[config.mk]
export PLATFORM = sky130hd
export DESIGN_NAME = memory_read_router
export DESIGN_NICKNAME = d
export VERILOG_FILES = /design/src/rtl/memory_read_router.sv
export SDC_FILE = /design/constraint.sdc
export NUM_CORES = 1
export LEC_CHECK = 0
export BUFFER_PORTS_ARGS = -buffer_cell sky130_fd_sc_hd__buf_2
export CAP_MARGIN = 20
export CORE_ASPECT_RATIO = 0.75
export CORE_MARGIN = 2
export CORE_UTILIZATION = 41
export CTS_BUF_LIST = sky130_fd_sc_hd__clkbuf_2
export DETAILED_ROUTE_END_ITERATION = 10
export PLACE_DENSITY = 0.92
export SLEW_MARGIN = 20
export SYNTH_ARGS = -nofsm -noshare
export SYNTH_HDL_FRONTEND = slang
export SYNTH_SLANG_ARGS = --single-unit
[constraint.sdc]
create_clock -name clk -period 4.06 [get_ports clk]
set_input_delay 0.203 -clock clk [delete_from_list [all_inputs] [get_ports clk]]
set_output_delay 0.203 -clock clk [all_outputs]
set_load 0.05 [all_outputs]
[src/rtl/memory_read_router.sv]
// memory_read_router
//
// N-way read router in front of the single shared instruction-memory read
// port. Requesters are served by round-robin arbitration, optionally with
// requester N_REQ-1 (the character-class fetch port) as a strict-priority
// port. Each accepted read pushes its requester id into a fixed-latency tag
// pipeline so the returning memory data is flagged only for the requester
// that issued it. Each requester may have at most MAX_OUTSTANDING reads in
// flight.
//
// Ports
//   clk         clock
//   rst         synchronous active-high reset
//   req_valid   per-requester read request
//   req_addr    per-requester address, slot i at [i*MEMORY_ADDR_WIDTH +: MEMORY_ADDR_WIDTH]
//   req_ready   request accepted this cycle (one-hot or zero)
//   resp_valid  read data valid for requester i (one-hot or zero)
//   resp_data   read data, every slot carries the memory data
//   mem_valid   request to memory
//   mem_addr    memory address
//   mem_ready   memory accepts the request
//   mem_data    memory data, MEM_LATENCY cycles after acceptance
//
// Build option
//   MEM_ROUTER_RESP_REG_EN  registers resp_valid/resp_data (+1 cycle latency);
//                           the outstanding count is released at the
//                           registered output. Undefined: the response is
//                           combinational from the last tag stage.

module memory_read_router #(
    parameter int N_REQ             = 5,
    parameter int MEMORY_ADDR_WIDTH = 11,
    parameter int MEMORY_WIDTH      = 16,
    parameter int MEM_LATENCY       = 1,
    parameter int MAX_OUTSTANDING   = 2,
    parameter int PRIO_LAST         = 1
) (
    input  logic                                 clk,
    input  logic                                 rst,
    input  logic [N_REQ-1:0]                     req_valid,
    input  logic [N_REQ*MEMORY_ADDR_WIDTH-1:0]   req_addr,
    output logic [N_REQ-1:0]                     req_ready,
    output logic [N_REQ-1:0]                     resp_valid,
    output logic [N_REQ*MEMORY_WIDTH-1:0]        resp_data,
    output logic                                 mem_valid,
    output logic [MEMORY_ADDR_WIDTH-1:0]         mem_addr,
    input  logic                                 mem_ready,
    input  logic [MEMORY_WIDTH-1:0]              mem_data
);

    localparam int PTR_W = (N_REQ > 1) ? $clog2(N_REQ) : 1;
    localparam int CNT_W = $clog2(MAX_OUTSTANDING + 1);
    localparam int RR_N  = (PRIO_LAST != 0) ? N_REQ - 1 : N_REQ;
    localparam int LAST  = MEM_LATENCY - 1;

    localparam logic [PTR_W-1:0] RR_LAST = PTR_W'(RR_N - 1);
    localparam logic [PTR_W-1:0] PRIO_ID = PTR_W'(N_REQ - 1);
    localparam logic [CNT_W-1:0] CNT_MAX = CNT_W'(MAX_OUTSTANDING);

    logic [PTR_W-1:0] rr_ptr_q, rr_ptr_d;
    logic             tag_vld_q [MEM_LATENCY];
    logic             tag_vld_d [MEM_LATENCY];
    logic [PTR_W-1:0] tag_id_q  [MEM_LATENCY];
    logic [PTR_W-1:0] tag_id_d  [MEM_LATENCY];
    logic [CNT_W-1:0] out_cnt_q [N_REQ];
    logic [CNT_W-1:0] out_cnt_d [N_REQ];

    logic [N_REQ-1:0] elig;
    logic [N_REQ-1:0] tag_hit;
    logic [N_REQ-1:0] rsp_dec;
    logic [PTR_W-1:0] grant_id;
    logic             xfer;
    logic             prio_grant;

    // A requester sitting at the limit is still eligible in the cycle its
    // response retires, since that response frees the slot it needs.
    always_comb begin
        elig = '0;
        for (int i = 0; i < N_REQ; i++) begin
            elig[i] = ~rst & req_valid[i] & ((out_cnt_q[i] != CNT_MAX) | rsp_dec[i]);
        end
    end

    // Round-robin pick: the second pass (indices at/after the pointer)
    // overrides the first (indices before it), and each pass walks downward
    // so the lowest qualifying index wins -- i.e. first eligible at or after
    // rr_ptr, wrapping.
    always_comb begin
        grant_id   = '0;
        prio_grant = 1'b0;
        for (int i = RR_N - 1; i >= 0; i--) begin
            if (elig[i] && (PTR_W'(i) < rr_ptr_q)) grant_id = PTR_W'(i);
        end
        for (int i = RR_N - 1; i >= 0; i--) begin
            if (elig[i] && (PTR_W'(i) >= rr_ptr_q)) grant_id = PTR_W'(i);
        end
        if ((PRIO_LAST != 0) && elig[N_REQ-1]) begin
            grant_id   = PRIO_ID;
            prio_grant = 1'b1;
        end
    end

    assign mem_valid = |elig;
    assign xfer      = mem_valid & mem_ready;

    always_comb begin
        mem_addr  = '0;
        req_ready = '0;
        for (int i = 0; i < N_REQ; i++) begin
            if (mem_valid && (grant_id == PTR_W'(i))) begin
                mem_addr     = req_addr[i*MEMORY_ADDR_WIDTH +: MEMORY_ADDR_WIDTH];
                req_ready[i] = mem_ready;
            end
        end
    end

    always_comb begin
        rr_ptr_d = rr_ptr_q;
        if (xfer && !prio_grant) begin
            rr_ptr_d = (grant_id == RR_LAST) ? '0 : grant_id + 1'b1;
        end
    end

    // Tag pipeline shifts every cycle regardless of mem_ready; an idle
    // cycle simply inserts an invalid tag.
    always_comb begin
        for (int s = 0; s < MEM_LATENCY; s++) begin
            tag_vld_d[s] = 1'b0;
            tag_id_d[s]  = '0;
        end
        tag_vld_d[0] = xfer;
        tag_id_d[0]  = grant_id;
        for (int s = 1; s < MEM_LATENCY; s++) begin
            tag_vld_d[s] = tag_vld_q[s-1];
            tag_id_d[s]  = tag_id_q[s-1];
        end
    end

    always_comb begin
        tag_hit = '0;
        for (int i = 0; i < N_REQ; i++) begin
            tag_hit[i] = ~rst & tag_vld_q[LAST] & (tag_id_q[LAST] == PTR_W'(i));
        end
    end

`ifdef MEM_ROUTER_RESP_REG_EN
    logic [N_REQ-1:0]              resp_valid_q, resp_valid_d;
    logic [N_REQ*MEMORY_WIDTH-1:0] resp_data_q, resp_data_d;

    always_comb begin
        resp_valid_d = tag_hit;
        resp_data_d  = resp_data_q;
        if (|tag_hit) resp_data_d = {N_REQ{mem_data}};
    end

    always_ff @(posedge clk) begin
        if (rst) begin
            resp_valid_q <= '0;
            resp_data_q  <= '0;
        end else begin
            resp_valid_q <= resp_valid_d;
            resp_data_q  <= resp_data_d;
        end
    end

    assign resp_valid = resp_valid_q;
    assign resp_data  = resp_data_q;
    assign rsp_dec    = resp_valid_q;
`else
    assign resp_valid = tag_hit;
    assign resp_data  = {N_REQ{mem_data}};
    assign rsp_dec    = tag_hit;
`endif

    always_comb begin
        for (int i = 0; i < N_REQ; i++) begin
            out_cnt_d[i] = out_cnt_q[i];
            if (req_ready[i] && !rsp_dec[i]) begin
                out_cnt_d[i] = out_cnt_q[i] + 1'b1;
            end else if (rsp_dec[i] && !req_ready[i]) begin
                out_cnt_d[i] = out_cnt_q[i] - 1'b1;
            end
        end
    end

    always_ff @(posedge clk) begin
        if (rst) begin
            rr_ptr_q <= '0;
            for (int s = 0; s < MEM_LATENCY; s++) begin
                tag_vld_q[s] <= 1'b0;
                tag_id_q[s]  <= '0;
            end
            for (int i = 0; i < N_REQ; i++) begin
                out_cnt_q[i] <= '0;
            end
        end else begin
            rr_ptr_q <= rr_ptr_d;
            for (int s = 0; s < MEM_LATENCY; s++) begin
                tag_vld_q[s] <= tag_vld_d[s];
                tag_id_q[s]  <= tag_id_d[s];
            end
            for (int i = 0; i < N_REQ; i++) begin
                out_cnt_q[i] <= out_cnt_d[i];
            end
        end
    end

    // Counter overflow/underflow would mean the eligibility gate or the
    // tag pipeline lost track of a read.
    always @(posedge clk) begin
        if (!rst) begin
            for (int i = 0; i < N_REQ; i++) begin
                if (req_ready[i] && !rsp_dec[i]) assert (out_cnt_q[i] != CNT_MAX);
                if (rsp_dec[i] && !req_ready[i]) assert (out_cnt_q[i] != '0);
            end
        end
    end

endmodule

# Yosys cells after proc, flatten, opt, wreduce, memory -nomap -nowiden
# Memory sizes are Yosys's and may differ from the RTL's.
# Cells that the tools add are included.
[classes]
n_eq_ne = 13
n_lt_le_gt_ge = 8
n_mux = 43
n_reduce_logical = 40
bitwise = 28
addsub = 11
[op_table]
columns = ["cell", "count"]
rows = [
  ["two-way mux 11 bit", 5],
  ["two-way mux 2 bit", 16],
  ["two-way mux 3 bit", 10],
  ["logical AND 1 bit", 24],
  ["AND 1 bit", 17],
  ["equality test 3 x 2 -> 1 bit, second input constant", 4],
  ["two-way mux 1 bit", 12],
  ["logical NOT 1 bit", 11],
  ["adder 2 x 1 -> 2 bit, second input constant", 5],
  ["inequality test 2 bit, second input constant", 5],
  ["bitwise OR 1 bit", 10],
  ["subtractor 2 x 1 -> 2 bit, second input constant", 5],
  ["equality test 3 x 1 -> 1 bit, second input constant", 2],
  ["equality test 3 bit, second input constant", 2],
  [">= comparator 1 x 3 -> 1 bit, first input constant", 2],
  [">= comparator 2 x 3 -> 1 bit, first input constant", 2],
  ["logical NOT 3 bit", 2],
  ["less-than comparator 1 x 3 -> 1 bit, first input constant", 2],
  ["less-than comparator 2 x 3 -> 1 bit, first input constant", 2],
  ["OR reduction 5 bit", 1],
  ["adder 3 x 1 -> 3 bit, second input constant", 1],
  ["OR reduction 3 bit", 1],
  ["NOT 1 bit", 1],
  ["OR reduction 1 bit", 1],
]
[totals]
inputBits = 79
ramBits = 14
n_memories = 3
wordCells = 147
ff_bits = 3
[memory_table]
columns = ["name", "depth", "word_bits", "read_ports", "rd_ports_with_merged_regs", "write_ports", "line", "text"]
rows = [
  ["out_cnt_q", 5, 2, 5, 0, 5, "65", "logic [CNT_W-1:0] out_cnt_q [N_REQ];"],
  ["tag_id_q", 1, 3, 1, 0, 1, "63", "logic [PTR_W-1:0] tag_id_q [MEM_LATENCY];"],
  ["tag_vld_q", 1, 1, 1, 0, 1, "61", "logic tag_vld_q [MEM_LATENCY];"],
]

# Depth between registers and ports, before layout
# Gate-level depths: netlist of the first run.
[logic_depth]
ltp_word = 23
ltp_mapped = 15
ltp_nobuf = 12

# Least setup slack after synthesis of the first run
# No wires, ideal clock.
[synth_path]
path_kind = "register to register"
startpoint = "memory tag_id_q[0][2] (netlist bit)"
endpoint = "memory out_cnt_q[0][1] (netlist bit)"
stages_incl_launch_ff = 11
t_arrival_ns = 3.615
setup_ns = 0.071
path_slack_ns = 0.375
required_time_ns = 3.989
n_path_buf = 1
cell_sequence = "dfxtp_1 and4bb_1 a32o_1 a22oi_1 a211oi_2 o21ba_2 buf_4 nor3_1 ha_1 or3_1 a21oi_1"
[synth_rtl]
columns = ["element", "line"]
rows = [
  ["from (decl)", "63"],
  ["to (decl)", "65"],
]

# Final worst setup path of the first run
[layout_path]
startpoint = "memory tag_id_q[0][2] (netlist bit)"
endpoint = "output port mem_addr[0]"
[layout_via]
elab_chain_len = 22
word_cells_on_any_way = 54
classes_between = "eq/ne (8); mux (14); bitwise (15); reduce/logical (16); memory (1)"
[layout_rtl]
columns = ["element", "line", "text"]
rows = [
  ["memory read (1 x 3 bit) (*)", "--", ""],
  ["equality test 3 x 2 -> 1 bit", "142", "tag_hit[i] = ~rst & tag_vld_q[LAST] & (tag_id_q[LAST] == PTR_W'(i));"],
  ["AND 1 bit", "142", ""],
  ["bitwise OR 1 bit", "80", "elig[i] = ~rst & req_valid[i] & ((out_cnt_q[i] != CNT_MAX) | rsp_dec[i]);"],
  ["AND 1 bit", "80", ""],
  ["logical AND 1 bit", "92", "if (elig[i] && (PTR_W'(i) < rr_ptr_q)) grant_id = PTR_W'(i);"],
  ["two-way mux 2 bit", "92", ""],
  ["two-way mux 3 bit (3 in series)", "92", ""],
  ["two-way mux 3 bit (4 in series)", "95", "if (elig[i] && (PTR_W'(i) >= rr_ptr_q)) grant_id = PTR_W'(i);"],
  ["two-way mux 3 bit (*)", "97", "if ((PRIO_LAST != 0) && elig[N_REQ-1]) begin"],
  ["via grant_id[1]", "71", "logic [PTR_W-1:0] grant_id;"],
  ["logical NOT 3 bit", "110", "if (mem_valid && (grant_id == PTR_W'(i))) begin"],
  ["logical AND 1 bit", "110", ""],
  ["two-way mux 11 bit (4 in series)", "110", ""],
  ["two-way mux 11 bit (*)", "110", ""],
  ["to (decl)", "46", "output logic [MEMORY_ADDR_WIDTH-1:0] mem_addr,"],
]
# The timed path passes the listed nets; every way through them passes the cells marked *.

==> results.cfg, run 1 <==
[sta]
slew_headroom_pct = 69.43
worst_pin_slew_ps = 452.3
min_period_ps = 3743
rsz0062_at_grt = no
final-max-slew-violation-count = 0
fin_crit_sh_pct = 92.20
finalSetupTns_ps = 0
clock.fmax_mhz = 267.1
skew_ps = 1.538
hold_violations = 0
setup_viol = 0

[min_path]
hp-class = in2reg

[cts]
numCtsBuffers = 3
cts.sinks = 17
ctsRootBufferMaster = clkbuf_2
clk_latency_ps = 300
h-tree-depth = 1
cts_tree = built
cts_hold_buf = 0
cts.clk_slew.worst_paths_ps = 170
clock_path_buffers = 2

[floorplan]
fp.coreArea_mm2 = 0.005295
die_w_um = 89.18
start_util_pct = 42.13
ios = 181
die_y_um = 67.88
rows = 23
dieArea_mm2 = 0.006053

[logic_synthesis]
yosys.area.top_type = buf_4
yosys_warnings = 0
synthCells = 302
netlist.area_leader.share_pct = 27.59
syn_avg_cell_area_um2 = 7.387
ys_seq_area_share_pct = 15.26
synth.area.top_cells = buf_4 (28%), dfxtp_1 (15%), nand2_1 (6.2%), o221a_1 (4.0%), ha_1 (3.9%)
async_flop_share_pct = 0
synthFlopType = dfxtp_1
synth_edf_count = 0
netlist_area_mm2 = 0.002231
synth_cell_type_count = 49
ys_ff_latch = 17
syn_nets = 388

[global_routing]
grtUsageTotal_pct = 17.68
grt_max_degree = 27
met1_usage_pct = 25.34
gr-total-overflow = 0
use_met3_pct = 6.393
grt_first_pass_wirelength_mm = 8.349
grt_pass1_vias = 1750
antenna_found_initial = 0
met2_usage_pct = 24.26
grt_busiest_layer = met1

[detailed_routing]
drc = 0
drtPass1Iterations = 4
vias_per_cell = 5.269
routed_wl_mm = 5.622
drt_iter0_markers = 164
num_vias = 1997
post_drt_wl_per_cell_um = 14.83
antenna_left = 0

[worst_setup_path]
crit_required_ps = 3860
path_cells = and4bb_1, a32o_1, nand3b_1, a2111o_2, clkinv_2, ha_1, buf_4, nand2_1, o21ai_0, nand2_1, o211ai_1, o221a_2, buf_2
crit_path_end_kind = output port
cpMostUsedCell = nand2_1
worstPathMaxFanout = 23
crit_type = reg2out
critical_path_arrival_ps = 3540
cpLargestDelayFamily = compound AO/OA/AOI/OAI gates
slowest_stage = a2111o_2
critPathLaunchType = register
crit_buf_inv = 3
cp_slowest_stage_delay_ps = 620

[place]
gp_congestion = 0.9118
hpwlAfterDp_mm = 4.495
port_buffers = 84

[layout]
fillers = 576
drive_above_1_share_pct = 35.53
area_growth_pct = -3.477
antenna_cells = 0
nets = 391

[power_and_ir_drop]
p_sw_share_pct = 48.46
pwr-share-clk_pct = 12.3
vdd_drop_max_v = 0.0001264
intPower_uw = 342.9
p_total_uw = 665.3
power_leakage_nw = 1.026
combPwrFrac_pct = 57.7
p_switching_uw = 322.4
pwr-share-seq_pct = 30.1
power_density_mw_per_mm2 = 309.0

[outcome]
status = finished, final reports clean

[flow_run]
drv_cap = 0
-- per-stage QoR --
stage	worst slack [ps]	cells	area, um2	utilization, %	hold WS, ps
after global routing	10.89	379	2153	40.67	151.8
after floorplan	374.6	302	2231	-	310.8
after global placement	545.1	375	2123	40.10	407.0
final	316.6	379	2153	40.67	143.4
after detailed placement	391.7	375	2123	40.10	407.0
after CTS	107.0	379	2143	40.48	125.2
-- power by group through the flow --
stage | Combinational, mW | Sequential, mW | Clock (mW)
2_1_floorplan | 0.493 | 0.198 | 0
3_3_place_gp | 0.370 | 0.201 | 0
3_5_place_dp | 0.377 | 0.203 | 0
4_1_cts | 0.378 | 0.199 | 0.0854
5_1_grt | 0.416 | 0.202 | 0.0887
6_report | 0.384 | 0.200 | 0.0816
-- kinds of logic after synthesis --
kind of cell / share of synthesized area [%]
AOI/OAI and AO/OA: 22.27
xor gates and xnor gates: 3.926
adders and majority gates: 3.926
buffers and inverters: 31.97
DFF: 15.26
and+or+nand+nor: 22.66
-- area by class of cell --
class                   instances  area (um2)  share of cell area (%)
multi-input cells             180        1187                   55.14
clock buffers                   4       20.02                  0.9297
well taps                      75       93.84                   4.358
flip-flops and latches         17       340.3                   15.80
repair buffers                 89       457.9                   21.27
inverters                      14       53.80                   2.499
-- placed cells by master, fill, tap and decap left out, types with 2 or more instances in the layout --
master,n
buf_2,84
nand2_1,37
dfxtp_1,17
o21ai_0,16
inv_1,13
o211ai_1,11
nor2_1,11
nand4_1,10
xor2_1,10
a21oi_1,8
o221a_1,8
nor2b_1,7
ha_1,7
nand2b_1,6
or3_1,6
nand3_1,5
buf_4,5
clkbuf_2,4
and3_1,3
or2_2,2
nor4b_1,2
o21ba_2,2
a2bb2oi_1,2
a21oi_2,2
o221a_2,2
-- Yosys cell counts, types with 2 or more instances --
| cell | instances |
|---|---|
| nor2_1 | 12 |
| nand2b_1 | 6 |
| xor2_1 | 10 |
| inv_1 | 13 |
| or2_2 | 2 |
| and3_1 | 3 |
| or3_1 | 6 |
| o221a_1 | 8 |
| o221a_2 | 2 |
| o21ba_2 | 2 |
| nand4_1 | 10 |
| a21oi_2 | 2 |
| nand3_1 | 5 |
| a2bb2oi_1 | 2 |
| nor2b_1 | 7 |
| dfxtp_1 | 17 |
| a21oi_1 | 8 |
| nor4b_1 | 2 |
| clkbuf_1 | 6 |
| nand2_1 | 37 |
| ha_1 | 7 |
| o21ai_0 | 16 |
| buf_4 | 82 |
| o211ai_1 | 11 |
| buf_2 | 2 |
-- registers in the layout, indices dropped and copies added (netlist names) --
signal / flops
out_cnt_q: 10
rr_ptr_q: 3
tag_id_q: 3
tag_vld_q: 1
-- layer usage --
metal	vias up	wire, um
li1	977	-
met1	920	2628
met2	96	2449
met3	4	512
met4	0	31
met5	-	0
-- final timing paths --
check | end | start | slack, ps | depth (start not counted)
min reg2reg | out_cnt_q[0][7]$_SDFFE_PP0P_ | out_cnt_q[0][7]$_SDFFE_PP0P_ | 490 | 2
max reg2reg | out_cnt_q[0][5]$_SDFFE_PP0P_ | tag_id_q[0][2]$_SDFF_PP0_ | 620 | 11
min | rr_ptr_q[0]$_SDFFE_PP0P_ | mem_ready | 140 | 2
max | mem_addr[0] | tag_id_q[0][2]$_SDFF_PP0_ | 320 | 13
-- repair_timing --
action	in CTS	in global routing
buffers inserted	0	0
endpoints found under the hold margin	0	0
endpoints found under the setup margin	0	10
gates resized for setup	0	3
(Power assumes the default switching activity.)
==> run 2: changes to the inputs <==
BUFFER_PORTS_ARGS = not set   (was -buffer_cell sky130_fd_sc_hd__buf_2)
CORE_AREA = 2 2 70 72   (was not set)
CORE_ASPECT_RATIO = not set   (was 0.75)
CORE_MARGIN = not set   (was 2)
CORE_UTILIZATION = not set   (was 41)
DIE_AREA = 0 0 72 74   (was not set)
DONT_BUFFER_PORTS = 1   (was not set)
PLACE_DENSITY = 0.72   (was 0.92)
==> run 2 against run 1 <==
Compared with the run above: maximum frequency up 2.0%; sequential power about the same; hold slack worse by 110 ps; clock power up 0.9%; routed wire length down 12%; clock-buffer cell count unchanged; first-iteration DRC count down 57%; register-to-register slack about the same; sequential share of layout area up 1.7 points; flip-flop and latch count unchanged; largest cell class unchanged.
==> results.cfg, run 2 (synthesized netlist as in run 1, its figures left out) <==
[flow_run]
drv_cap = 0

[worst_setup_path]
critPathLaunchType = register
r2r_end = out_cnt_q[0][5]$_SDFFE_PP0P_
critical_path_arrival_ps = 3470
crit_type = reg2out
rrSetupSlack_ps = 610
worstPathMaxFanout = 13
crit_required_ps = 3860
reg2regPathDepth = 11
r2r-start = tag_id_q[0][2]$_SDFF_PP0_
crit_path_end_kind = output port

[cts]
ctsRootBufferMaster = clkbuf_2
cts.sinks = 17
cts_tree = built
clock_path_buffers = 2
cts.clk_slew.worst_paths_ps = 180
clk_latency_ps = 310
h-tree-depth = 1
numCtsBuffers = 3

[power_and_ir_drop]
power_density_mw_per_mm2 = 354.0
pwr-share-seq_pct = 28.9
power_leakage_nw = 0.7944
vdd_drop_max_v = 0.0001138
intPower_uw = 375.9
p_sw_share_pct = 45.42
p_switching_uw = 312.8
combPwrFrac_pct = 59.1
p_total_uw = 688.7
pwr-share-clk_pct = 11.9

[layout]
area_growth_pct = -12.79
drive_above_1_share_pct = 16.88
final_common_cell = nand2_1
finalCoreUtilization_pct = 42.31
reg_top3 = out_cnt_q x10, rr_ptr_q x3, tag_id_q x3
fillers = 460
nets = 324
antenna_cells = 0
largest_reg_flops = 10
top_register = out_cnt_q
most-common-layout-cells = nand2_1 (37), dfxtp_1 (17), o21ai_0 (16)
stdcell_count = 291

[sta]
worst_pin_slew_ps = 578.8
fin_crit_sh_pct = 90.42
skew_ps = 9.685
rsz0062_at_grt = no
slew_headroom_pct = 61.30
setup_viol = 0
hold_violations = 0
final-max-slew-violation-count = 0
clock.fmax_mhz = 272.4
min_period_ps = 3671
finalSetupTns_ps = 0

[floorplan]
fp.coreArea_mm2 = 0.004598
ios = 181
die_w_um = 72
die_y_um = 74
rows = 25
start_util_pct = 48.52
dieArea_mm2 = 0.005328

[detailed_routing]
drtPass1Iterations = 4
vias_per_cell = 5.918
antenna_left = 0
post_drt_wl_per_cell_um = 17.05
num_vias = 1722
routed_wl_mm = 4.963
drt_iter0_markers = 71
drc = 0

[global_routing]
grt_max_degree = 27
antenna_found_initial = 0
gr-total-overflow = 0
grtUsageTotal_pct = 17.75
grt_pass1_vias = 1576
grt_first_pass_wirelength_mm = 7.569

[min_path]
hp-class = in2reg
hold_start = mem_ready
whs_endpoint = tag_vld_q[0]$_SDFF_PP0_
hold_depth = 2

[place]
hpwlAfterDp_mm = 3.905
port_buffers = 0
numPlacedInstances = 283
gp_congestion = 0.9123

[outcome]
status = finished, final reports clean
## run 2: per-layer routing
metal / share of wire [%] / track usage, % / vias up
li1: - / - / 845
met1: 43 / 23.44 / 789
met2: 46 / 27.26 / 60
met3: 7.0 / 2.981 / 28
met4: 3.4 / 10.69 / 0
met5: 0 / 0 / -
## run 2: stage by stage
step | area, um2 | setup WS [ps] | hold WS [ps]
global route | 1946 | 55.16 | 21.66
finish | 1946 | 388.8 | 29.75
floorplan | 2231 | 374.6 | 310.8
global placement | 1879 | 439.0 | 273.4
detailed placement | 1879 | 324.7 | 275.2
CTS | 1922 | 100.2 | 22.53
## run 2: worst max-delay path by stage
stage / cells after the start / slack, ps / endpoint / from
6_report: 13 / 390 / mem_addr[2] / tag_id_q[0][2]$_SDFF_PP0_
5_1_grt: 13 / 60 / mem_addr[9] / tag_id_q[0][2]$_SDFF_PP0_
4_1_cts: 12 / 100 / mem_addr[2] / tag_id_q[0][1]$_SDFF_PP0_
3_5_place_dp: 12 / 320 / mem_addr[2] / tag_id_q[0][1]$_SDFF_PP0_
3_3_place_gp: 11 / 440 / mem_addr[2] / tag_id_q[0][0]$_SDFF_PP0_
2_1_floorplan: 10 / 370 / out_cnt_q[0][1]$_SDFFE_PP0P_ / tag_id_q[0][2]$_SDFF_PP0_
## run 2: repair_timing
item	4_1_cts	5_1_grt
endpoints found under the setup margin	5	10
hold buffers	2	0
cloned	0	0
setup buffers	0	2
pin swaps	0	1
hold endpoints to repair	11	0
resized for setup	1	3
## run 2: area by class of cell
type	instances	area (um2)	area share (%)
Inverter	14	53.80	2.765
Sequential cell	17	340.3	17.49
Clock buffer	4	20.02	1.029
Tap cell	54	67.56	3.473
Timing Repair Buffer	22	270.3	13.89
Multi-Input combinational cell	180	1194	61.35
## run 2: critical path, cell delays in order (launching register included)
cell,delay (ps)
dfxtp_1,430
and4bb_1,230
a32o_1,250
nand3b_1,170
a2111o_2,610
clkinv_2,160
ha_2,320
buf_4,220
nand2_1,60
o21ai_0,90
nand2_1,80
o211ai_1,130
o221a_1,270
buf_12,150
## run 2: power groups by stage
stage,sequential (mW),clock (mW),combinational [mW]
CTS,0.199,0.0835,0.402
finish,0.199,0.0823,0.407
global route,0.201,0.0955,0.436
floorplan,0.198,0,0.493
global placement,0.201,0,0.392
detailed placement,0.202,0,0.397
==> run 3: changes to the inputs <==
PLACE_DENSITY = 0.74   (was 0.72)
==> run 3 against run 2 <==
Compared with the run above: clock skew is 5.3 ps lower; largest power group unchanged; global-route usage decreased by 0.20 points; critical path type unchanged; first-iteration DRC count increased by 15%; hold slack gained 11 ps.
==> results.cfg, run 3 (synthesized netlist as in run 1, its figures left out) <==
[detailed_routing]
vias_per_cell = 5.969
drtPass1Iterations = 4
drc = 0
antenna_left = 0
post_drt_wl_per_cell_um = 17.37
routed_wl_mm = 5.038
drt_iter0_markers = 82
num_vias = 1731

[cts]
ctsRootBufferMaster = clkbuf_2
clk_latency_ps = 310
cts.sinks = 17
cts_tree = built
numCtsBuffers = 3
cts_setup_buffers = 0
cts.clk_slew.worst_paths_ps = 180
clock_path_buffers = 2
h-tree-depth = 1

[layout]
largest_reg_flops = 10
antenna_cells = 0
top_register = out_cnt_q
area_growth_pct = -13.52
multiInputGateArea_mm2 = 0.001185
reg_top3 = out_cnt_q x10, rr_ptr_q x3, tag_id_q x3
finalCoreUtilization_pct = 41.96
most-common-layout-cells = nand2_1 (37), dfxtp_1 (17), o21ai_0 (16)
fillers = 455
drive_above_1_share_pct = 15.68
final_common_cell = nand2_1
register_area_um2 = 340.3
nets = 323

[power_and_ir_drop]
vdd_drop_max_v = 0.0001369
p_total_uw = 687.1
power_leakage_nw = 0.7886
power_density_mw_per_mm2 = 356.1

[sta]
hold_violations = 0
rsz0062_at_grt = no
whs_ps = 40.32
finalSetupTns_ps = 0
skew_ps = 4.367
clock.fmax_mhz = 260.5
fin_crit_sh_pct = 94.56
final-max-slew-violation-count = 0
worst_pin_slew_ps = 582.1
setup_viol = 0
slew_headroom_pct = 61.08
min_period_ps = 3839

[floorplan]
die_y_um = 74
start_util_pct = 48.52
fp.coreArea_mm2 = 0.004598
die_w_um = 72
ios = 181
dieArea_mm2 = 0.005328
rows = 25

[worst_setup_path]
r2r-start = tag_id_q[0][0]$_SDFF_PP0_
critical_path_arrival_ps = 3640
critPathLaunchType = register
r2r_end = out_cnt_q[0][5]$_SDFFE_PP0P_
crit_required_ps = 3860
crit_path_end_kind = output port
cp-endpoint = mem_addr[6]
worstPathMaxFanout = 13
reg2regPathDepth = 11
crit_type = reg2out
rrSetupSlack_ps = 570
startpoint = tag_id_q[0][0]$_SDFF_PP0_

[global_routing]
gr-total-overflow = 0
grt_first_pass_wirelength_mm = 7.472
grtUsageTotal_pct = 17.55
antenna_found_initial = 0
grt_pass1_vias = 1497
grt_max_degree = 24

[outcome]
status = finished, final reports clean

[flow_run]
drv_cap = 0

[place]
gp_congestion = 0.8312
port_buffers = 0
hpwlAfterDp_mm = 3.963

[min_path]
hold_start = mem_ready
hp-class = in2reg
## run 3: routing by layer
| metal | up-vias | share of wire, % | GRT usage (%) |
|---|---|---|---|
| met2 | 69 | 45 | 25.93 |
| li1 | 846 | - | - |
| met1 | 802 | 46 | 25.51 |
| met5 | - | 0 | 0 |
| met3 | 14 | 7.5 | 3.117 |
| met4 | 0 | 1.4 | 6.499 |
## run 3: final cells by class
type,instances,share of cell area (%)
multi-input cells,180,61.41
clock inverters,1,0.2594
flip-flops and latches,17,17.64
inverters,14,2.789
repair buffers,21,13.62
clock buffers,3,0.7782
well taps,54,3.502
## run 3: repair_timing
item                                   4_1_cts  5_1_grt
endpoints found under the hold margin       11        0
gates resized for setup                      0        1
hold buffers                                 2        0
setup endpoints to repair                    0       10
## run 3: power breakdown
group	total (mW)	internal [mW]	leakage, nW	switching [mW]
logic	0.407	0.164	0.633	0.242
clock network	0.0817	0.0223	0.0164	0.0594
registers	0.199	0.183	0.139	0.0159
total	0.687	0.369	0.789	0.318
## run 3: worst min-delay path by stage
stage                                   end  slack (ps)  cells after the start
2_1_floorplan      rr_ptr_q[0]$_SDFFE_PP0P_         310                      1
3_3_place_gp   out_cnt_q[0][9]$_SDFFE_PP0P_         270                      1
3_5_place_dp   out_cnt_q[0][5]$_SDFFE_PP0P_         280                      1
4_1_cts             tag_vld_q[0]$_SDFF_PP0_          60                      2
5_1_grt             tag_vld_q[0]$_SDFF_PP0_          70                      2
6_report            tag_vld_q[0]$_SDFF_PP0_          40                      2
## run 3: stage by stage
step                std cells  worst slack (ps)  instance area (um2)
CTS                       290             154.8                 1927
global route              290             25.73                 1929
floorplan                 302             374.6                 2231
detailed placement        284             511.9                 1887
global placement          284             610.5                 1887
finish                    290             220.9                 1929
## run 3: worst max-delay path, cell delays in order, from the launching register on
cell      delay (ps)
dfxtp_1          480
and4bb_1         280
a32o_1           220
nor2b_1          280
a2111o_1         450
clkinv_2         220
ha_1             270
nor2_2           310
nand4_1          140
o211ai_1         220
o221a_1          300
buf_12           160
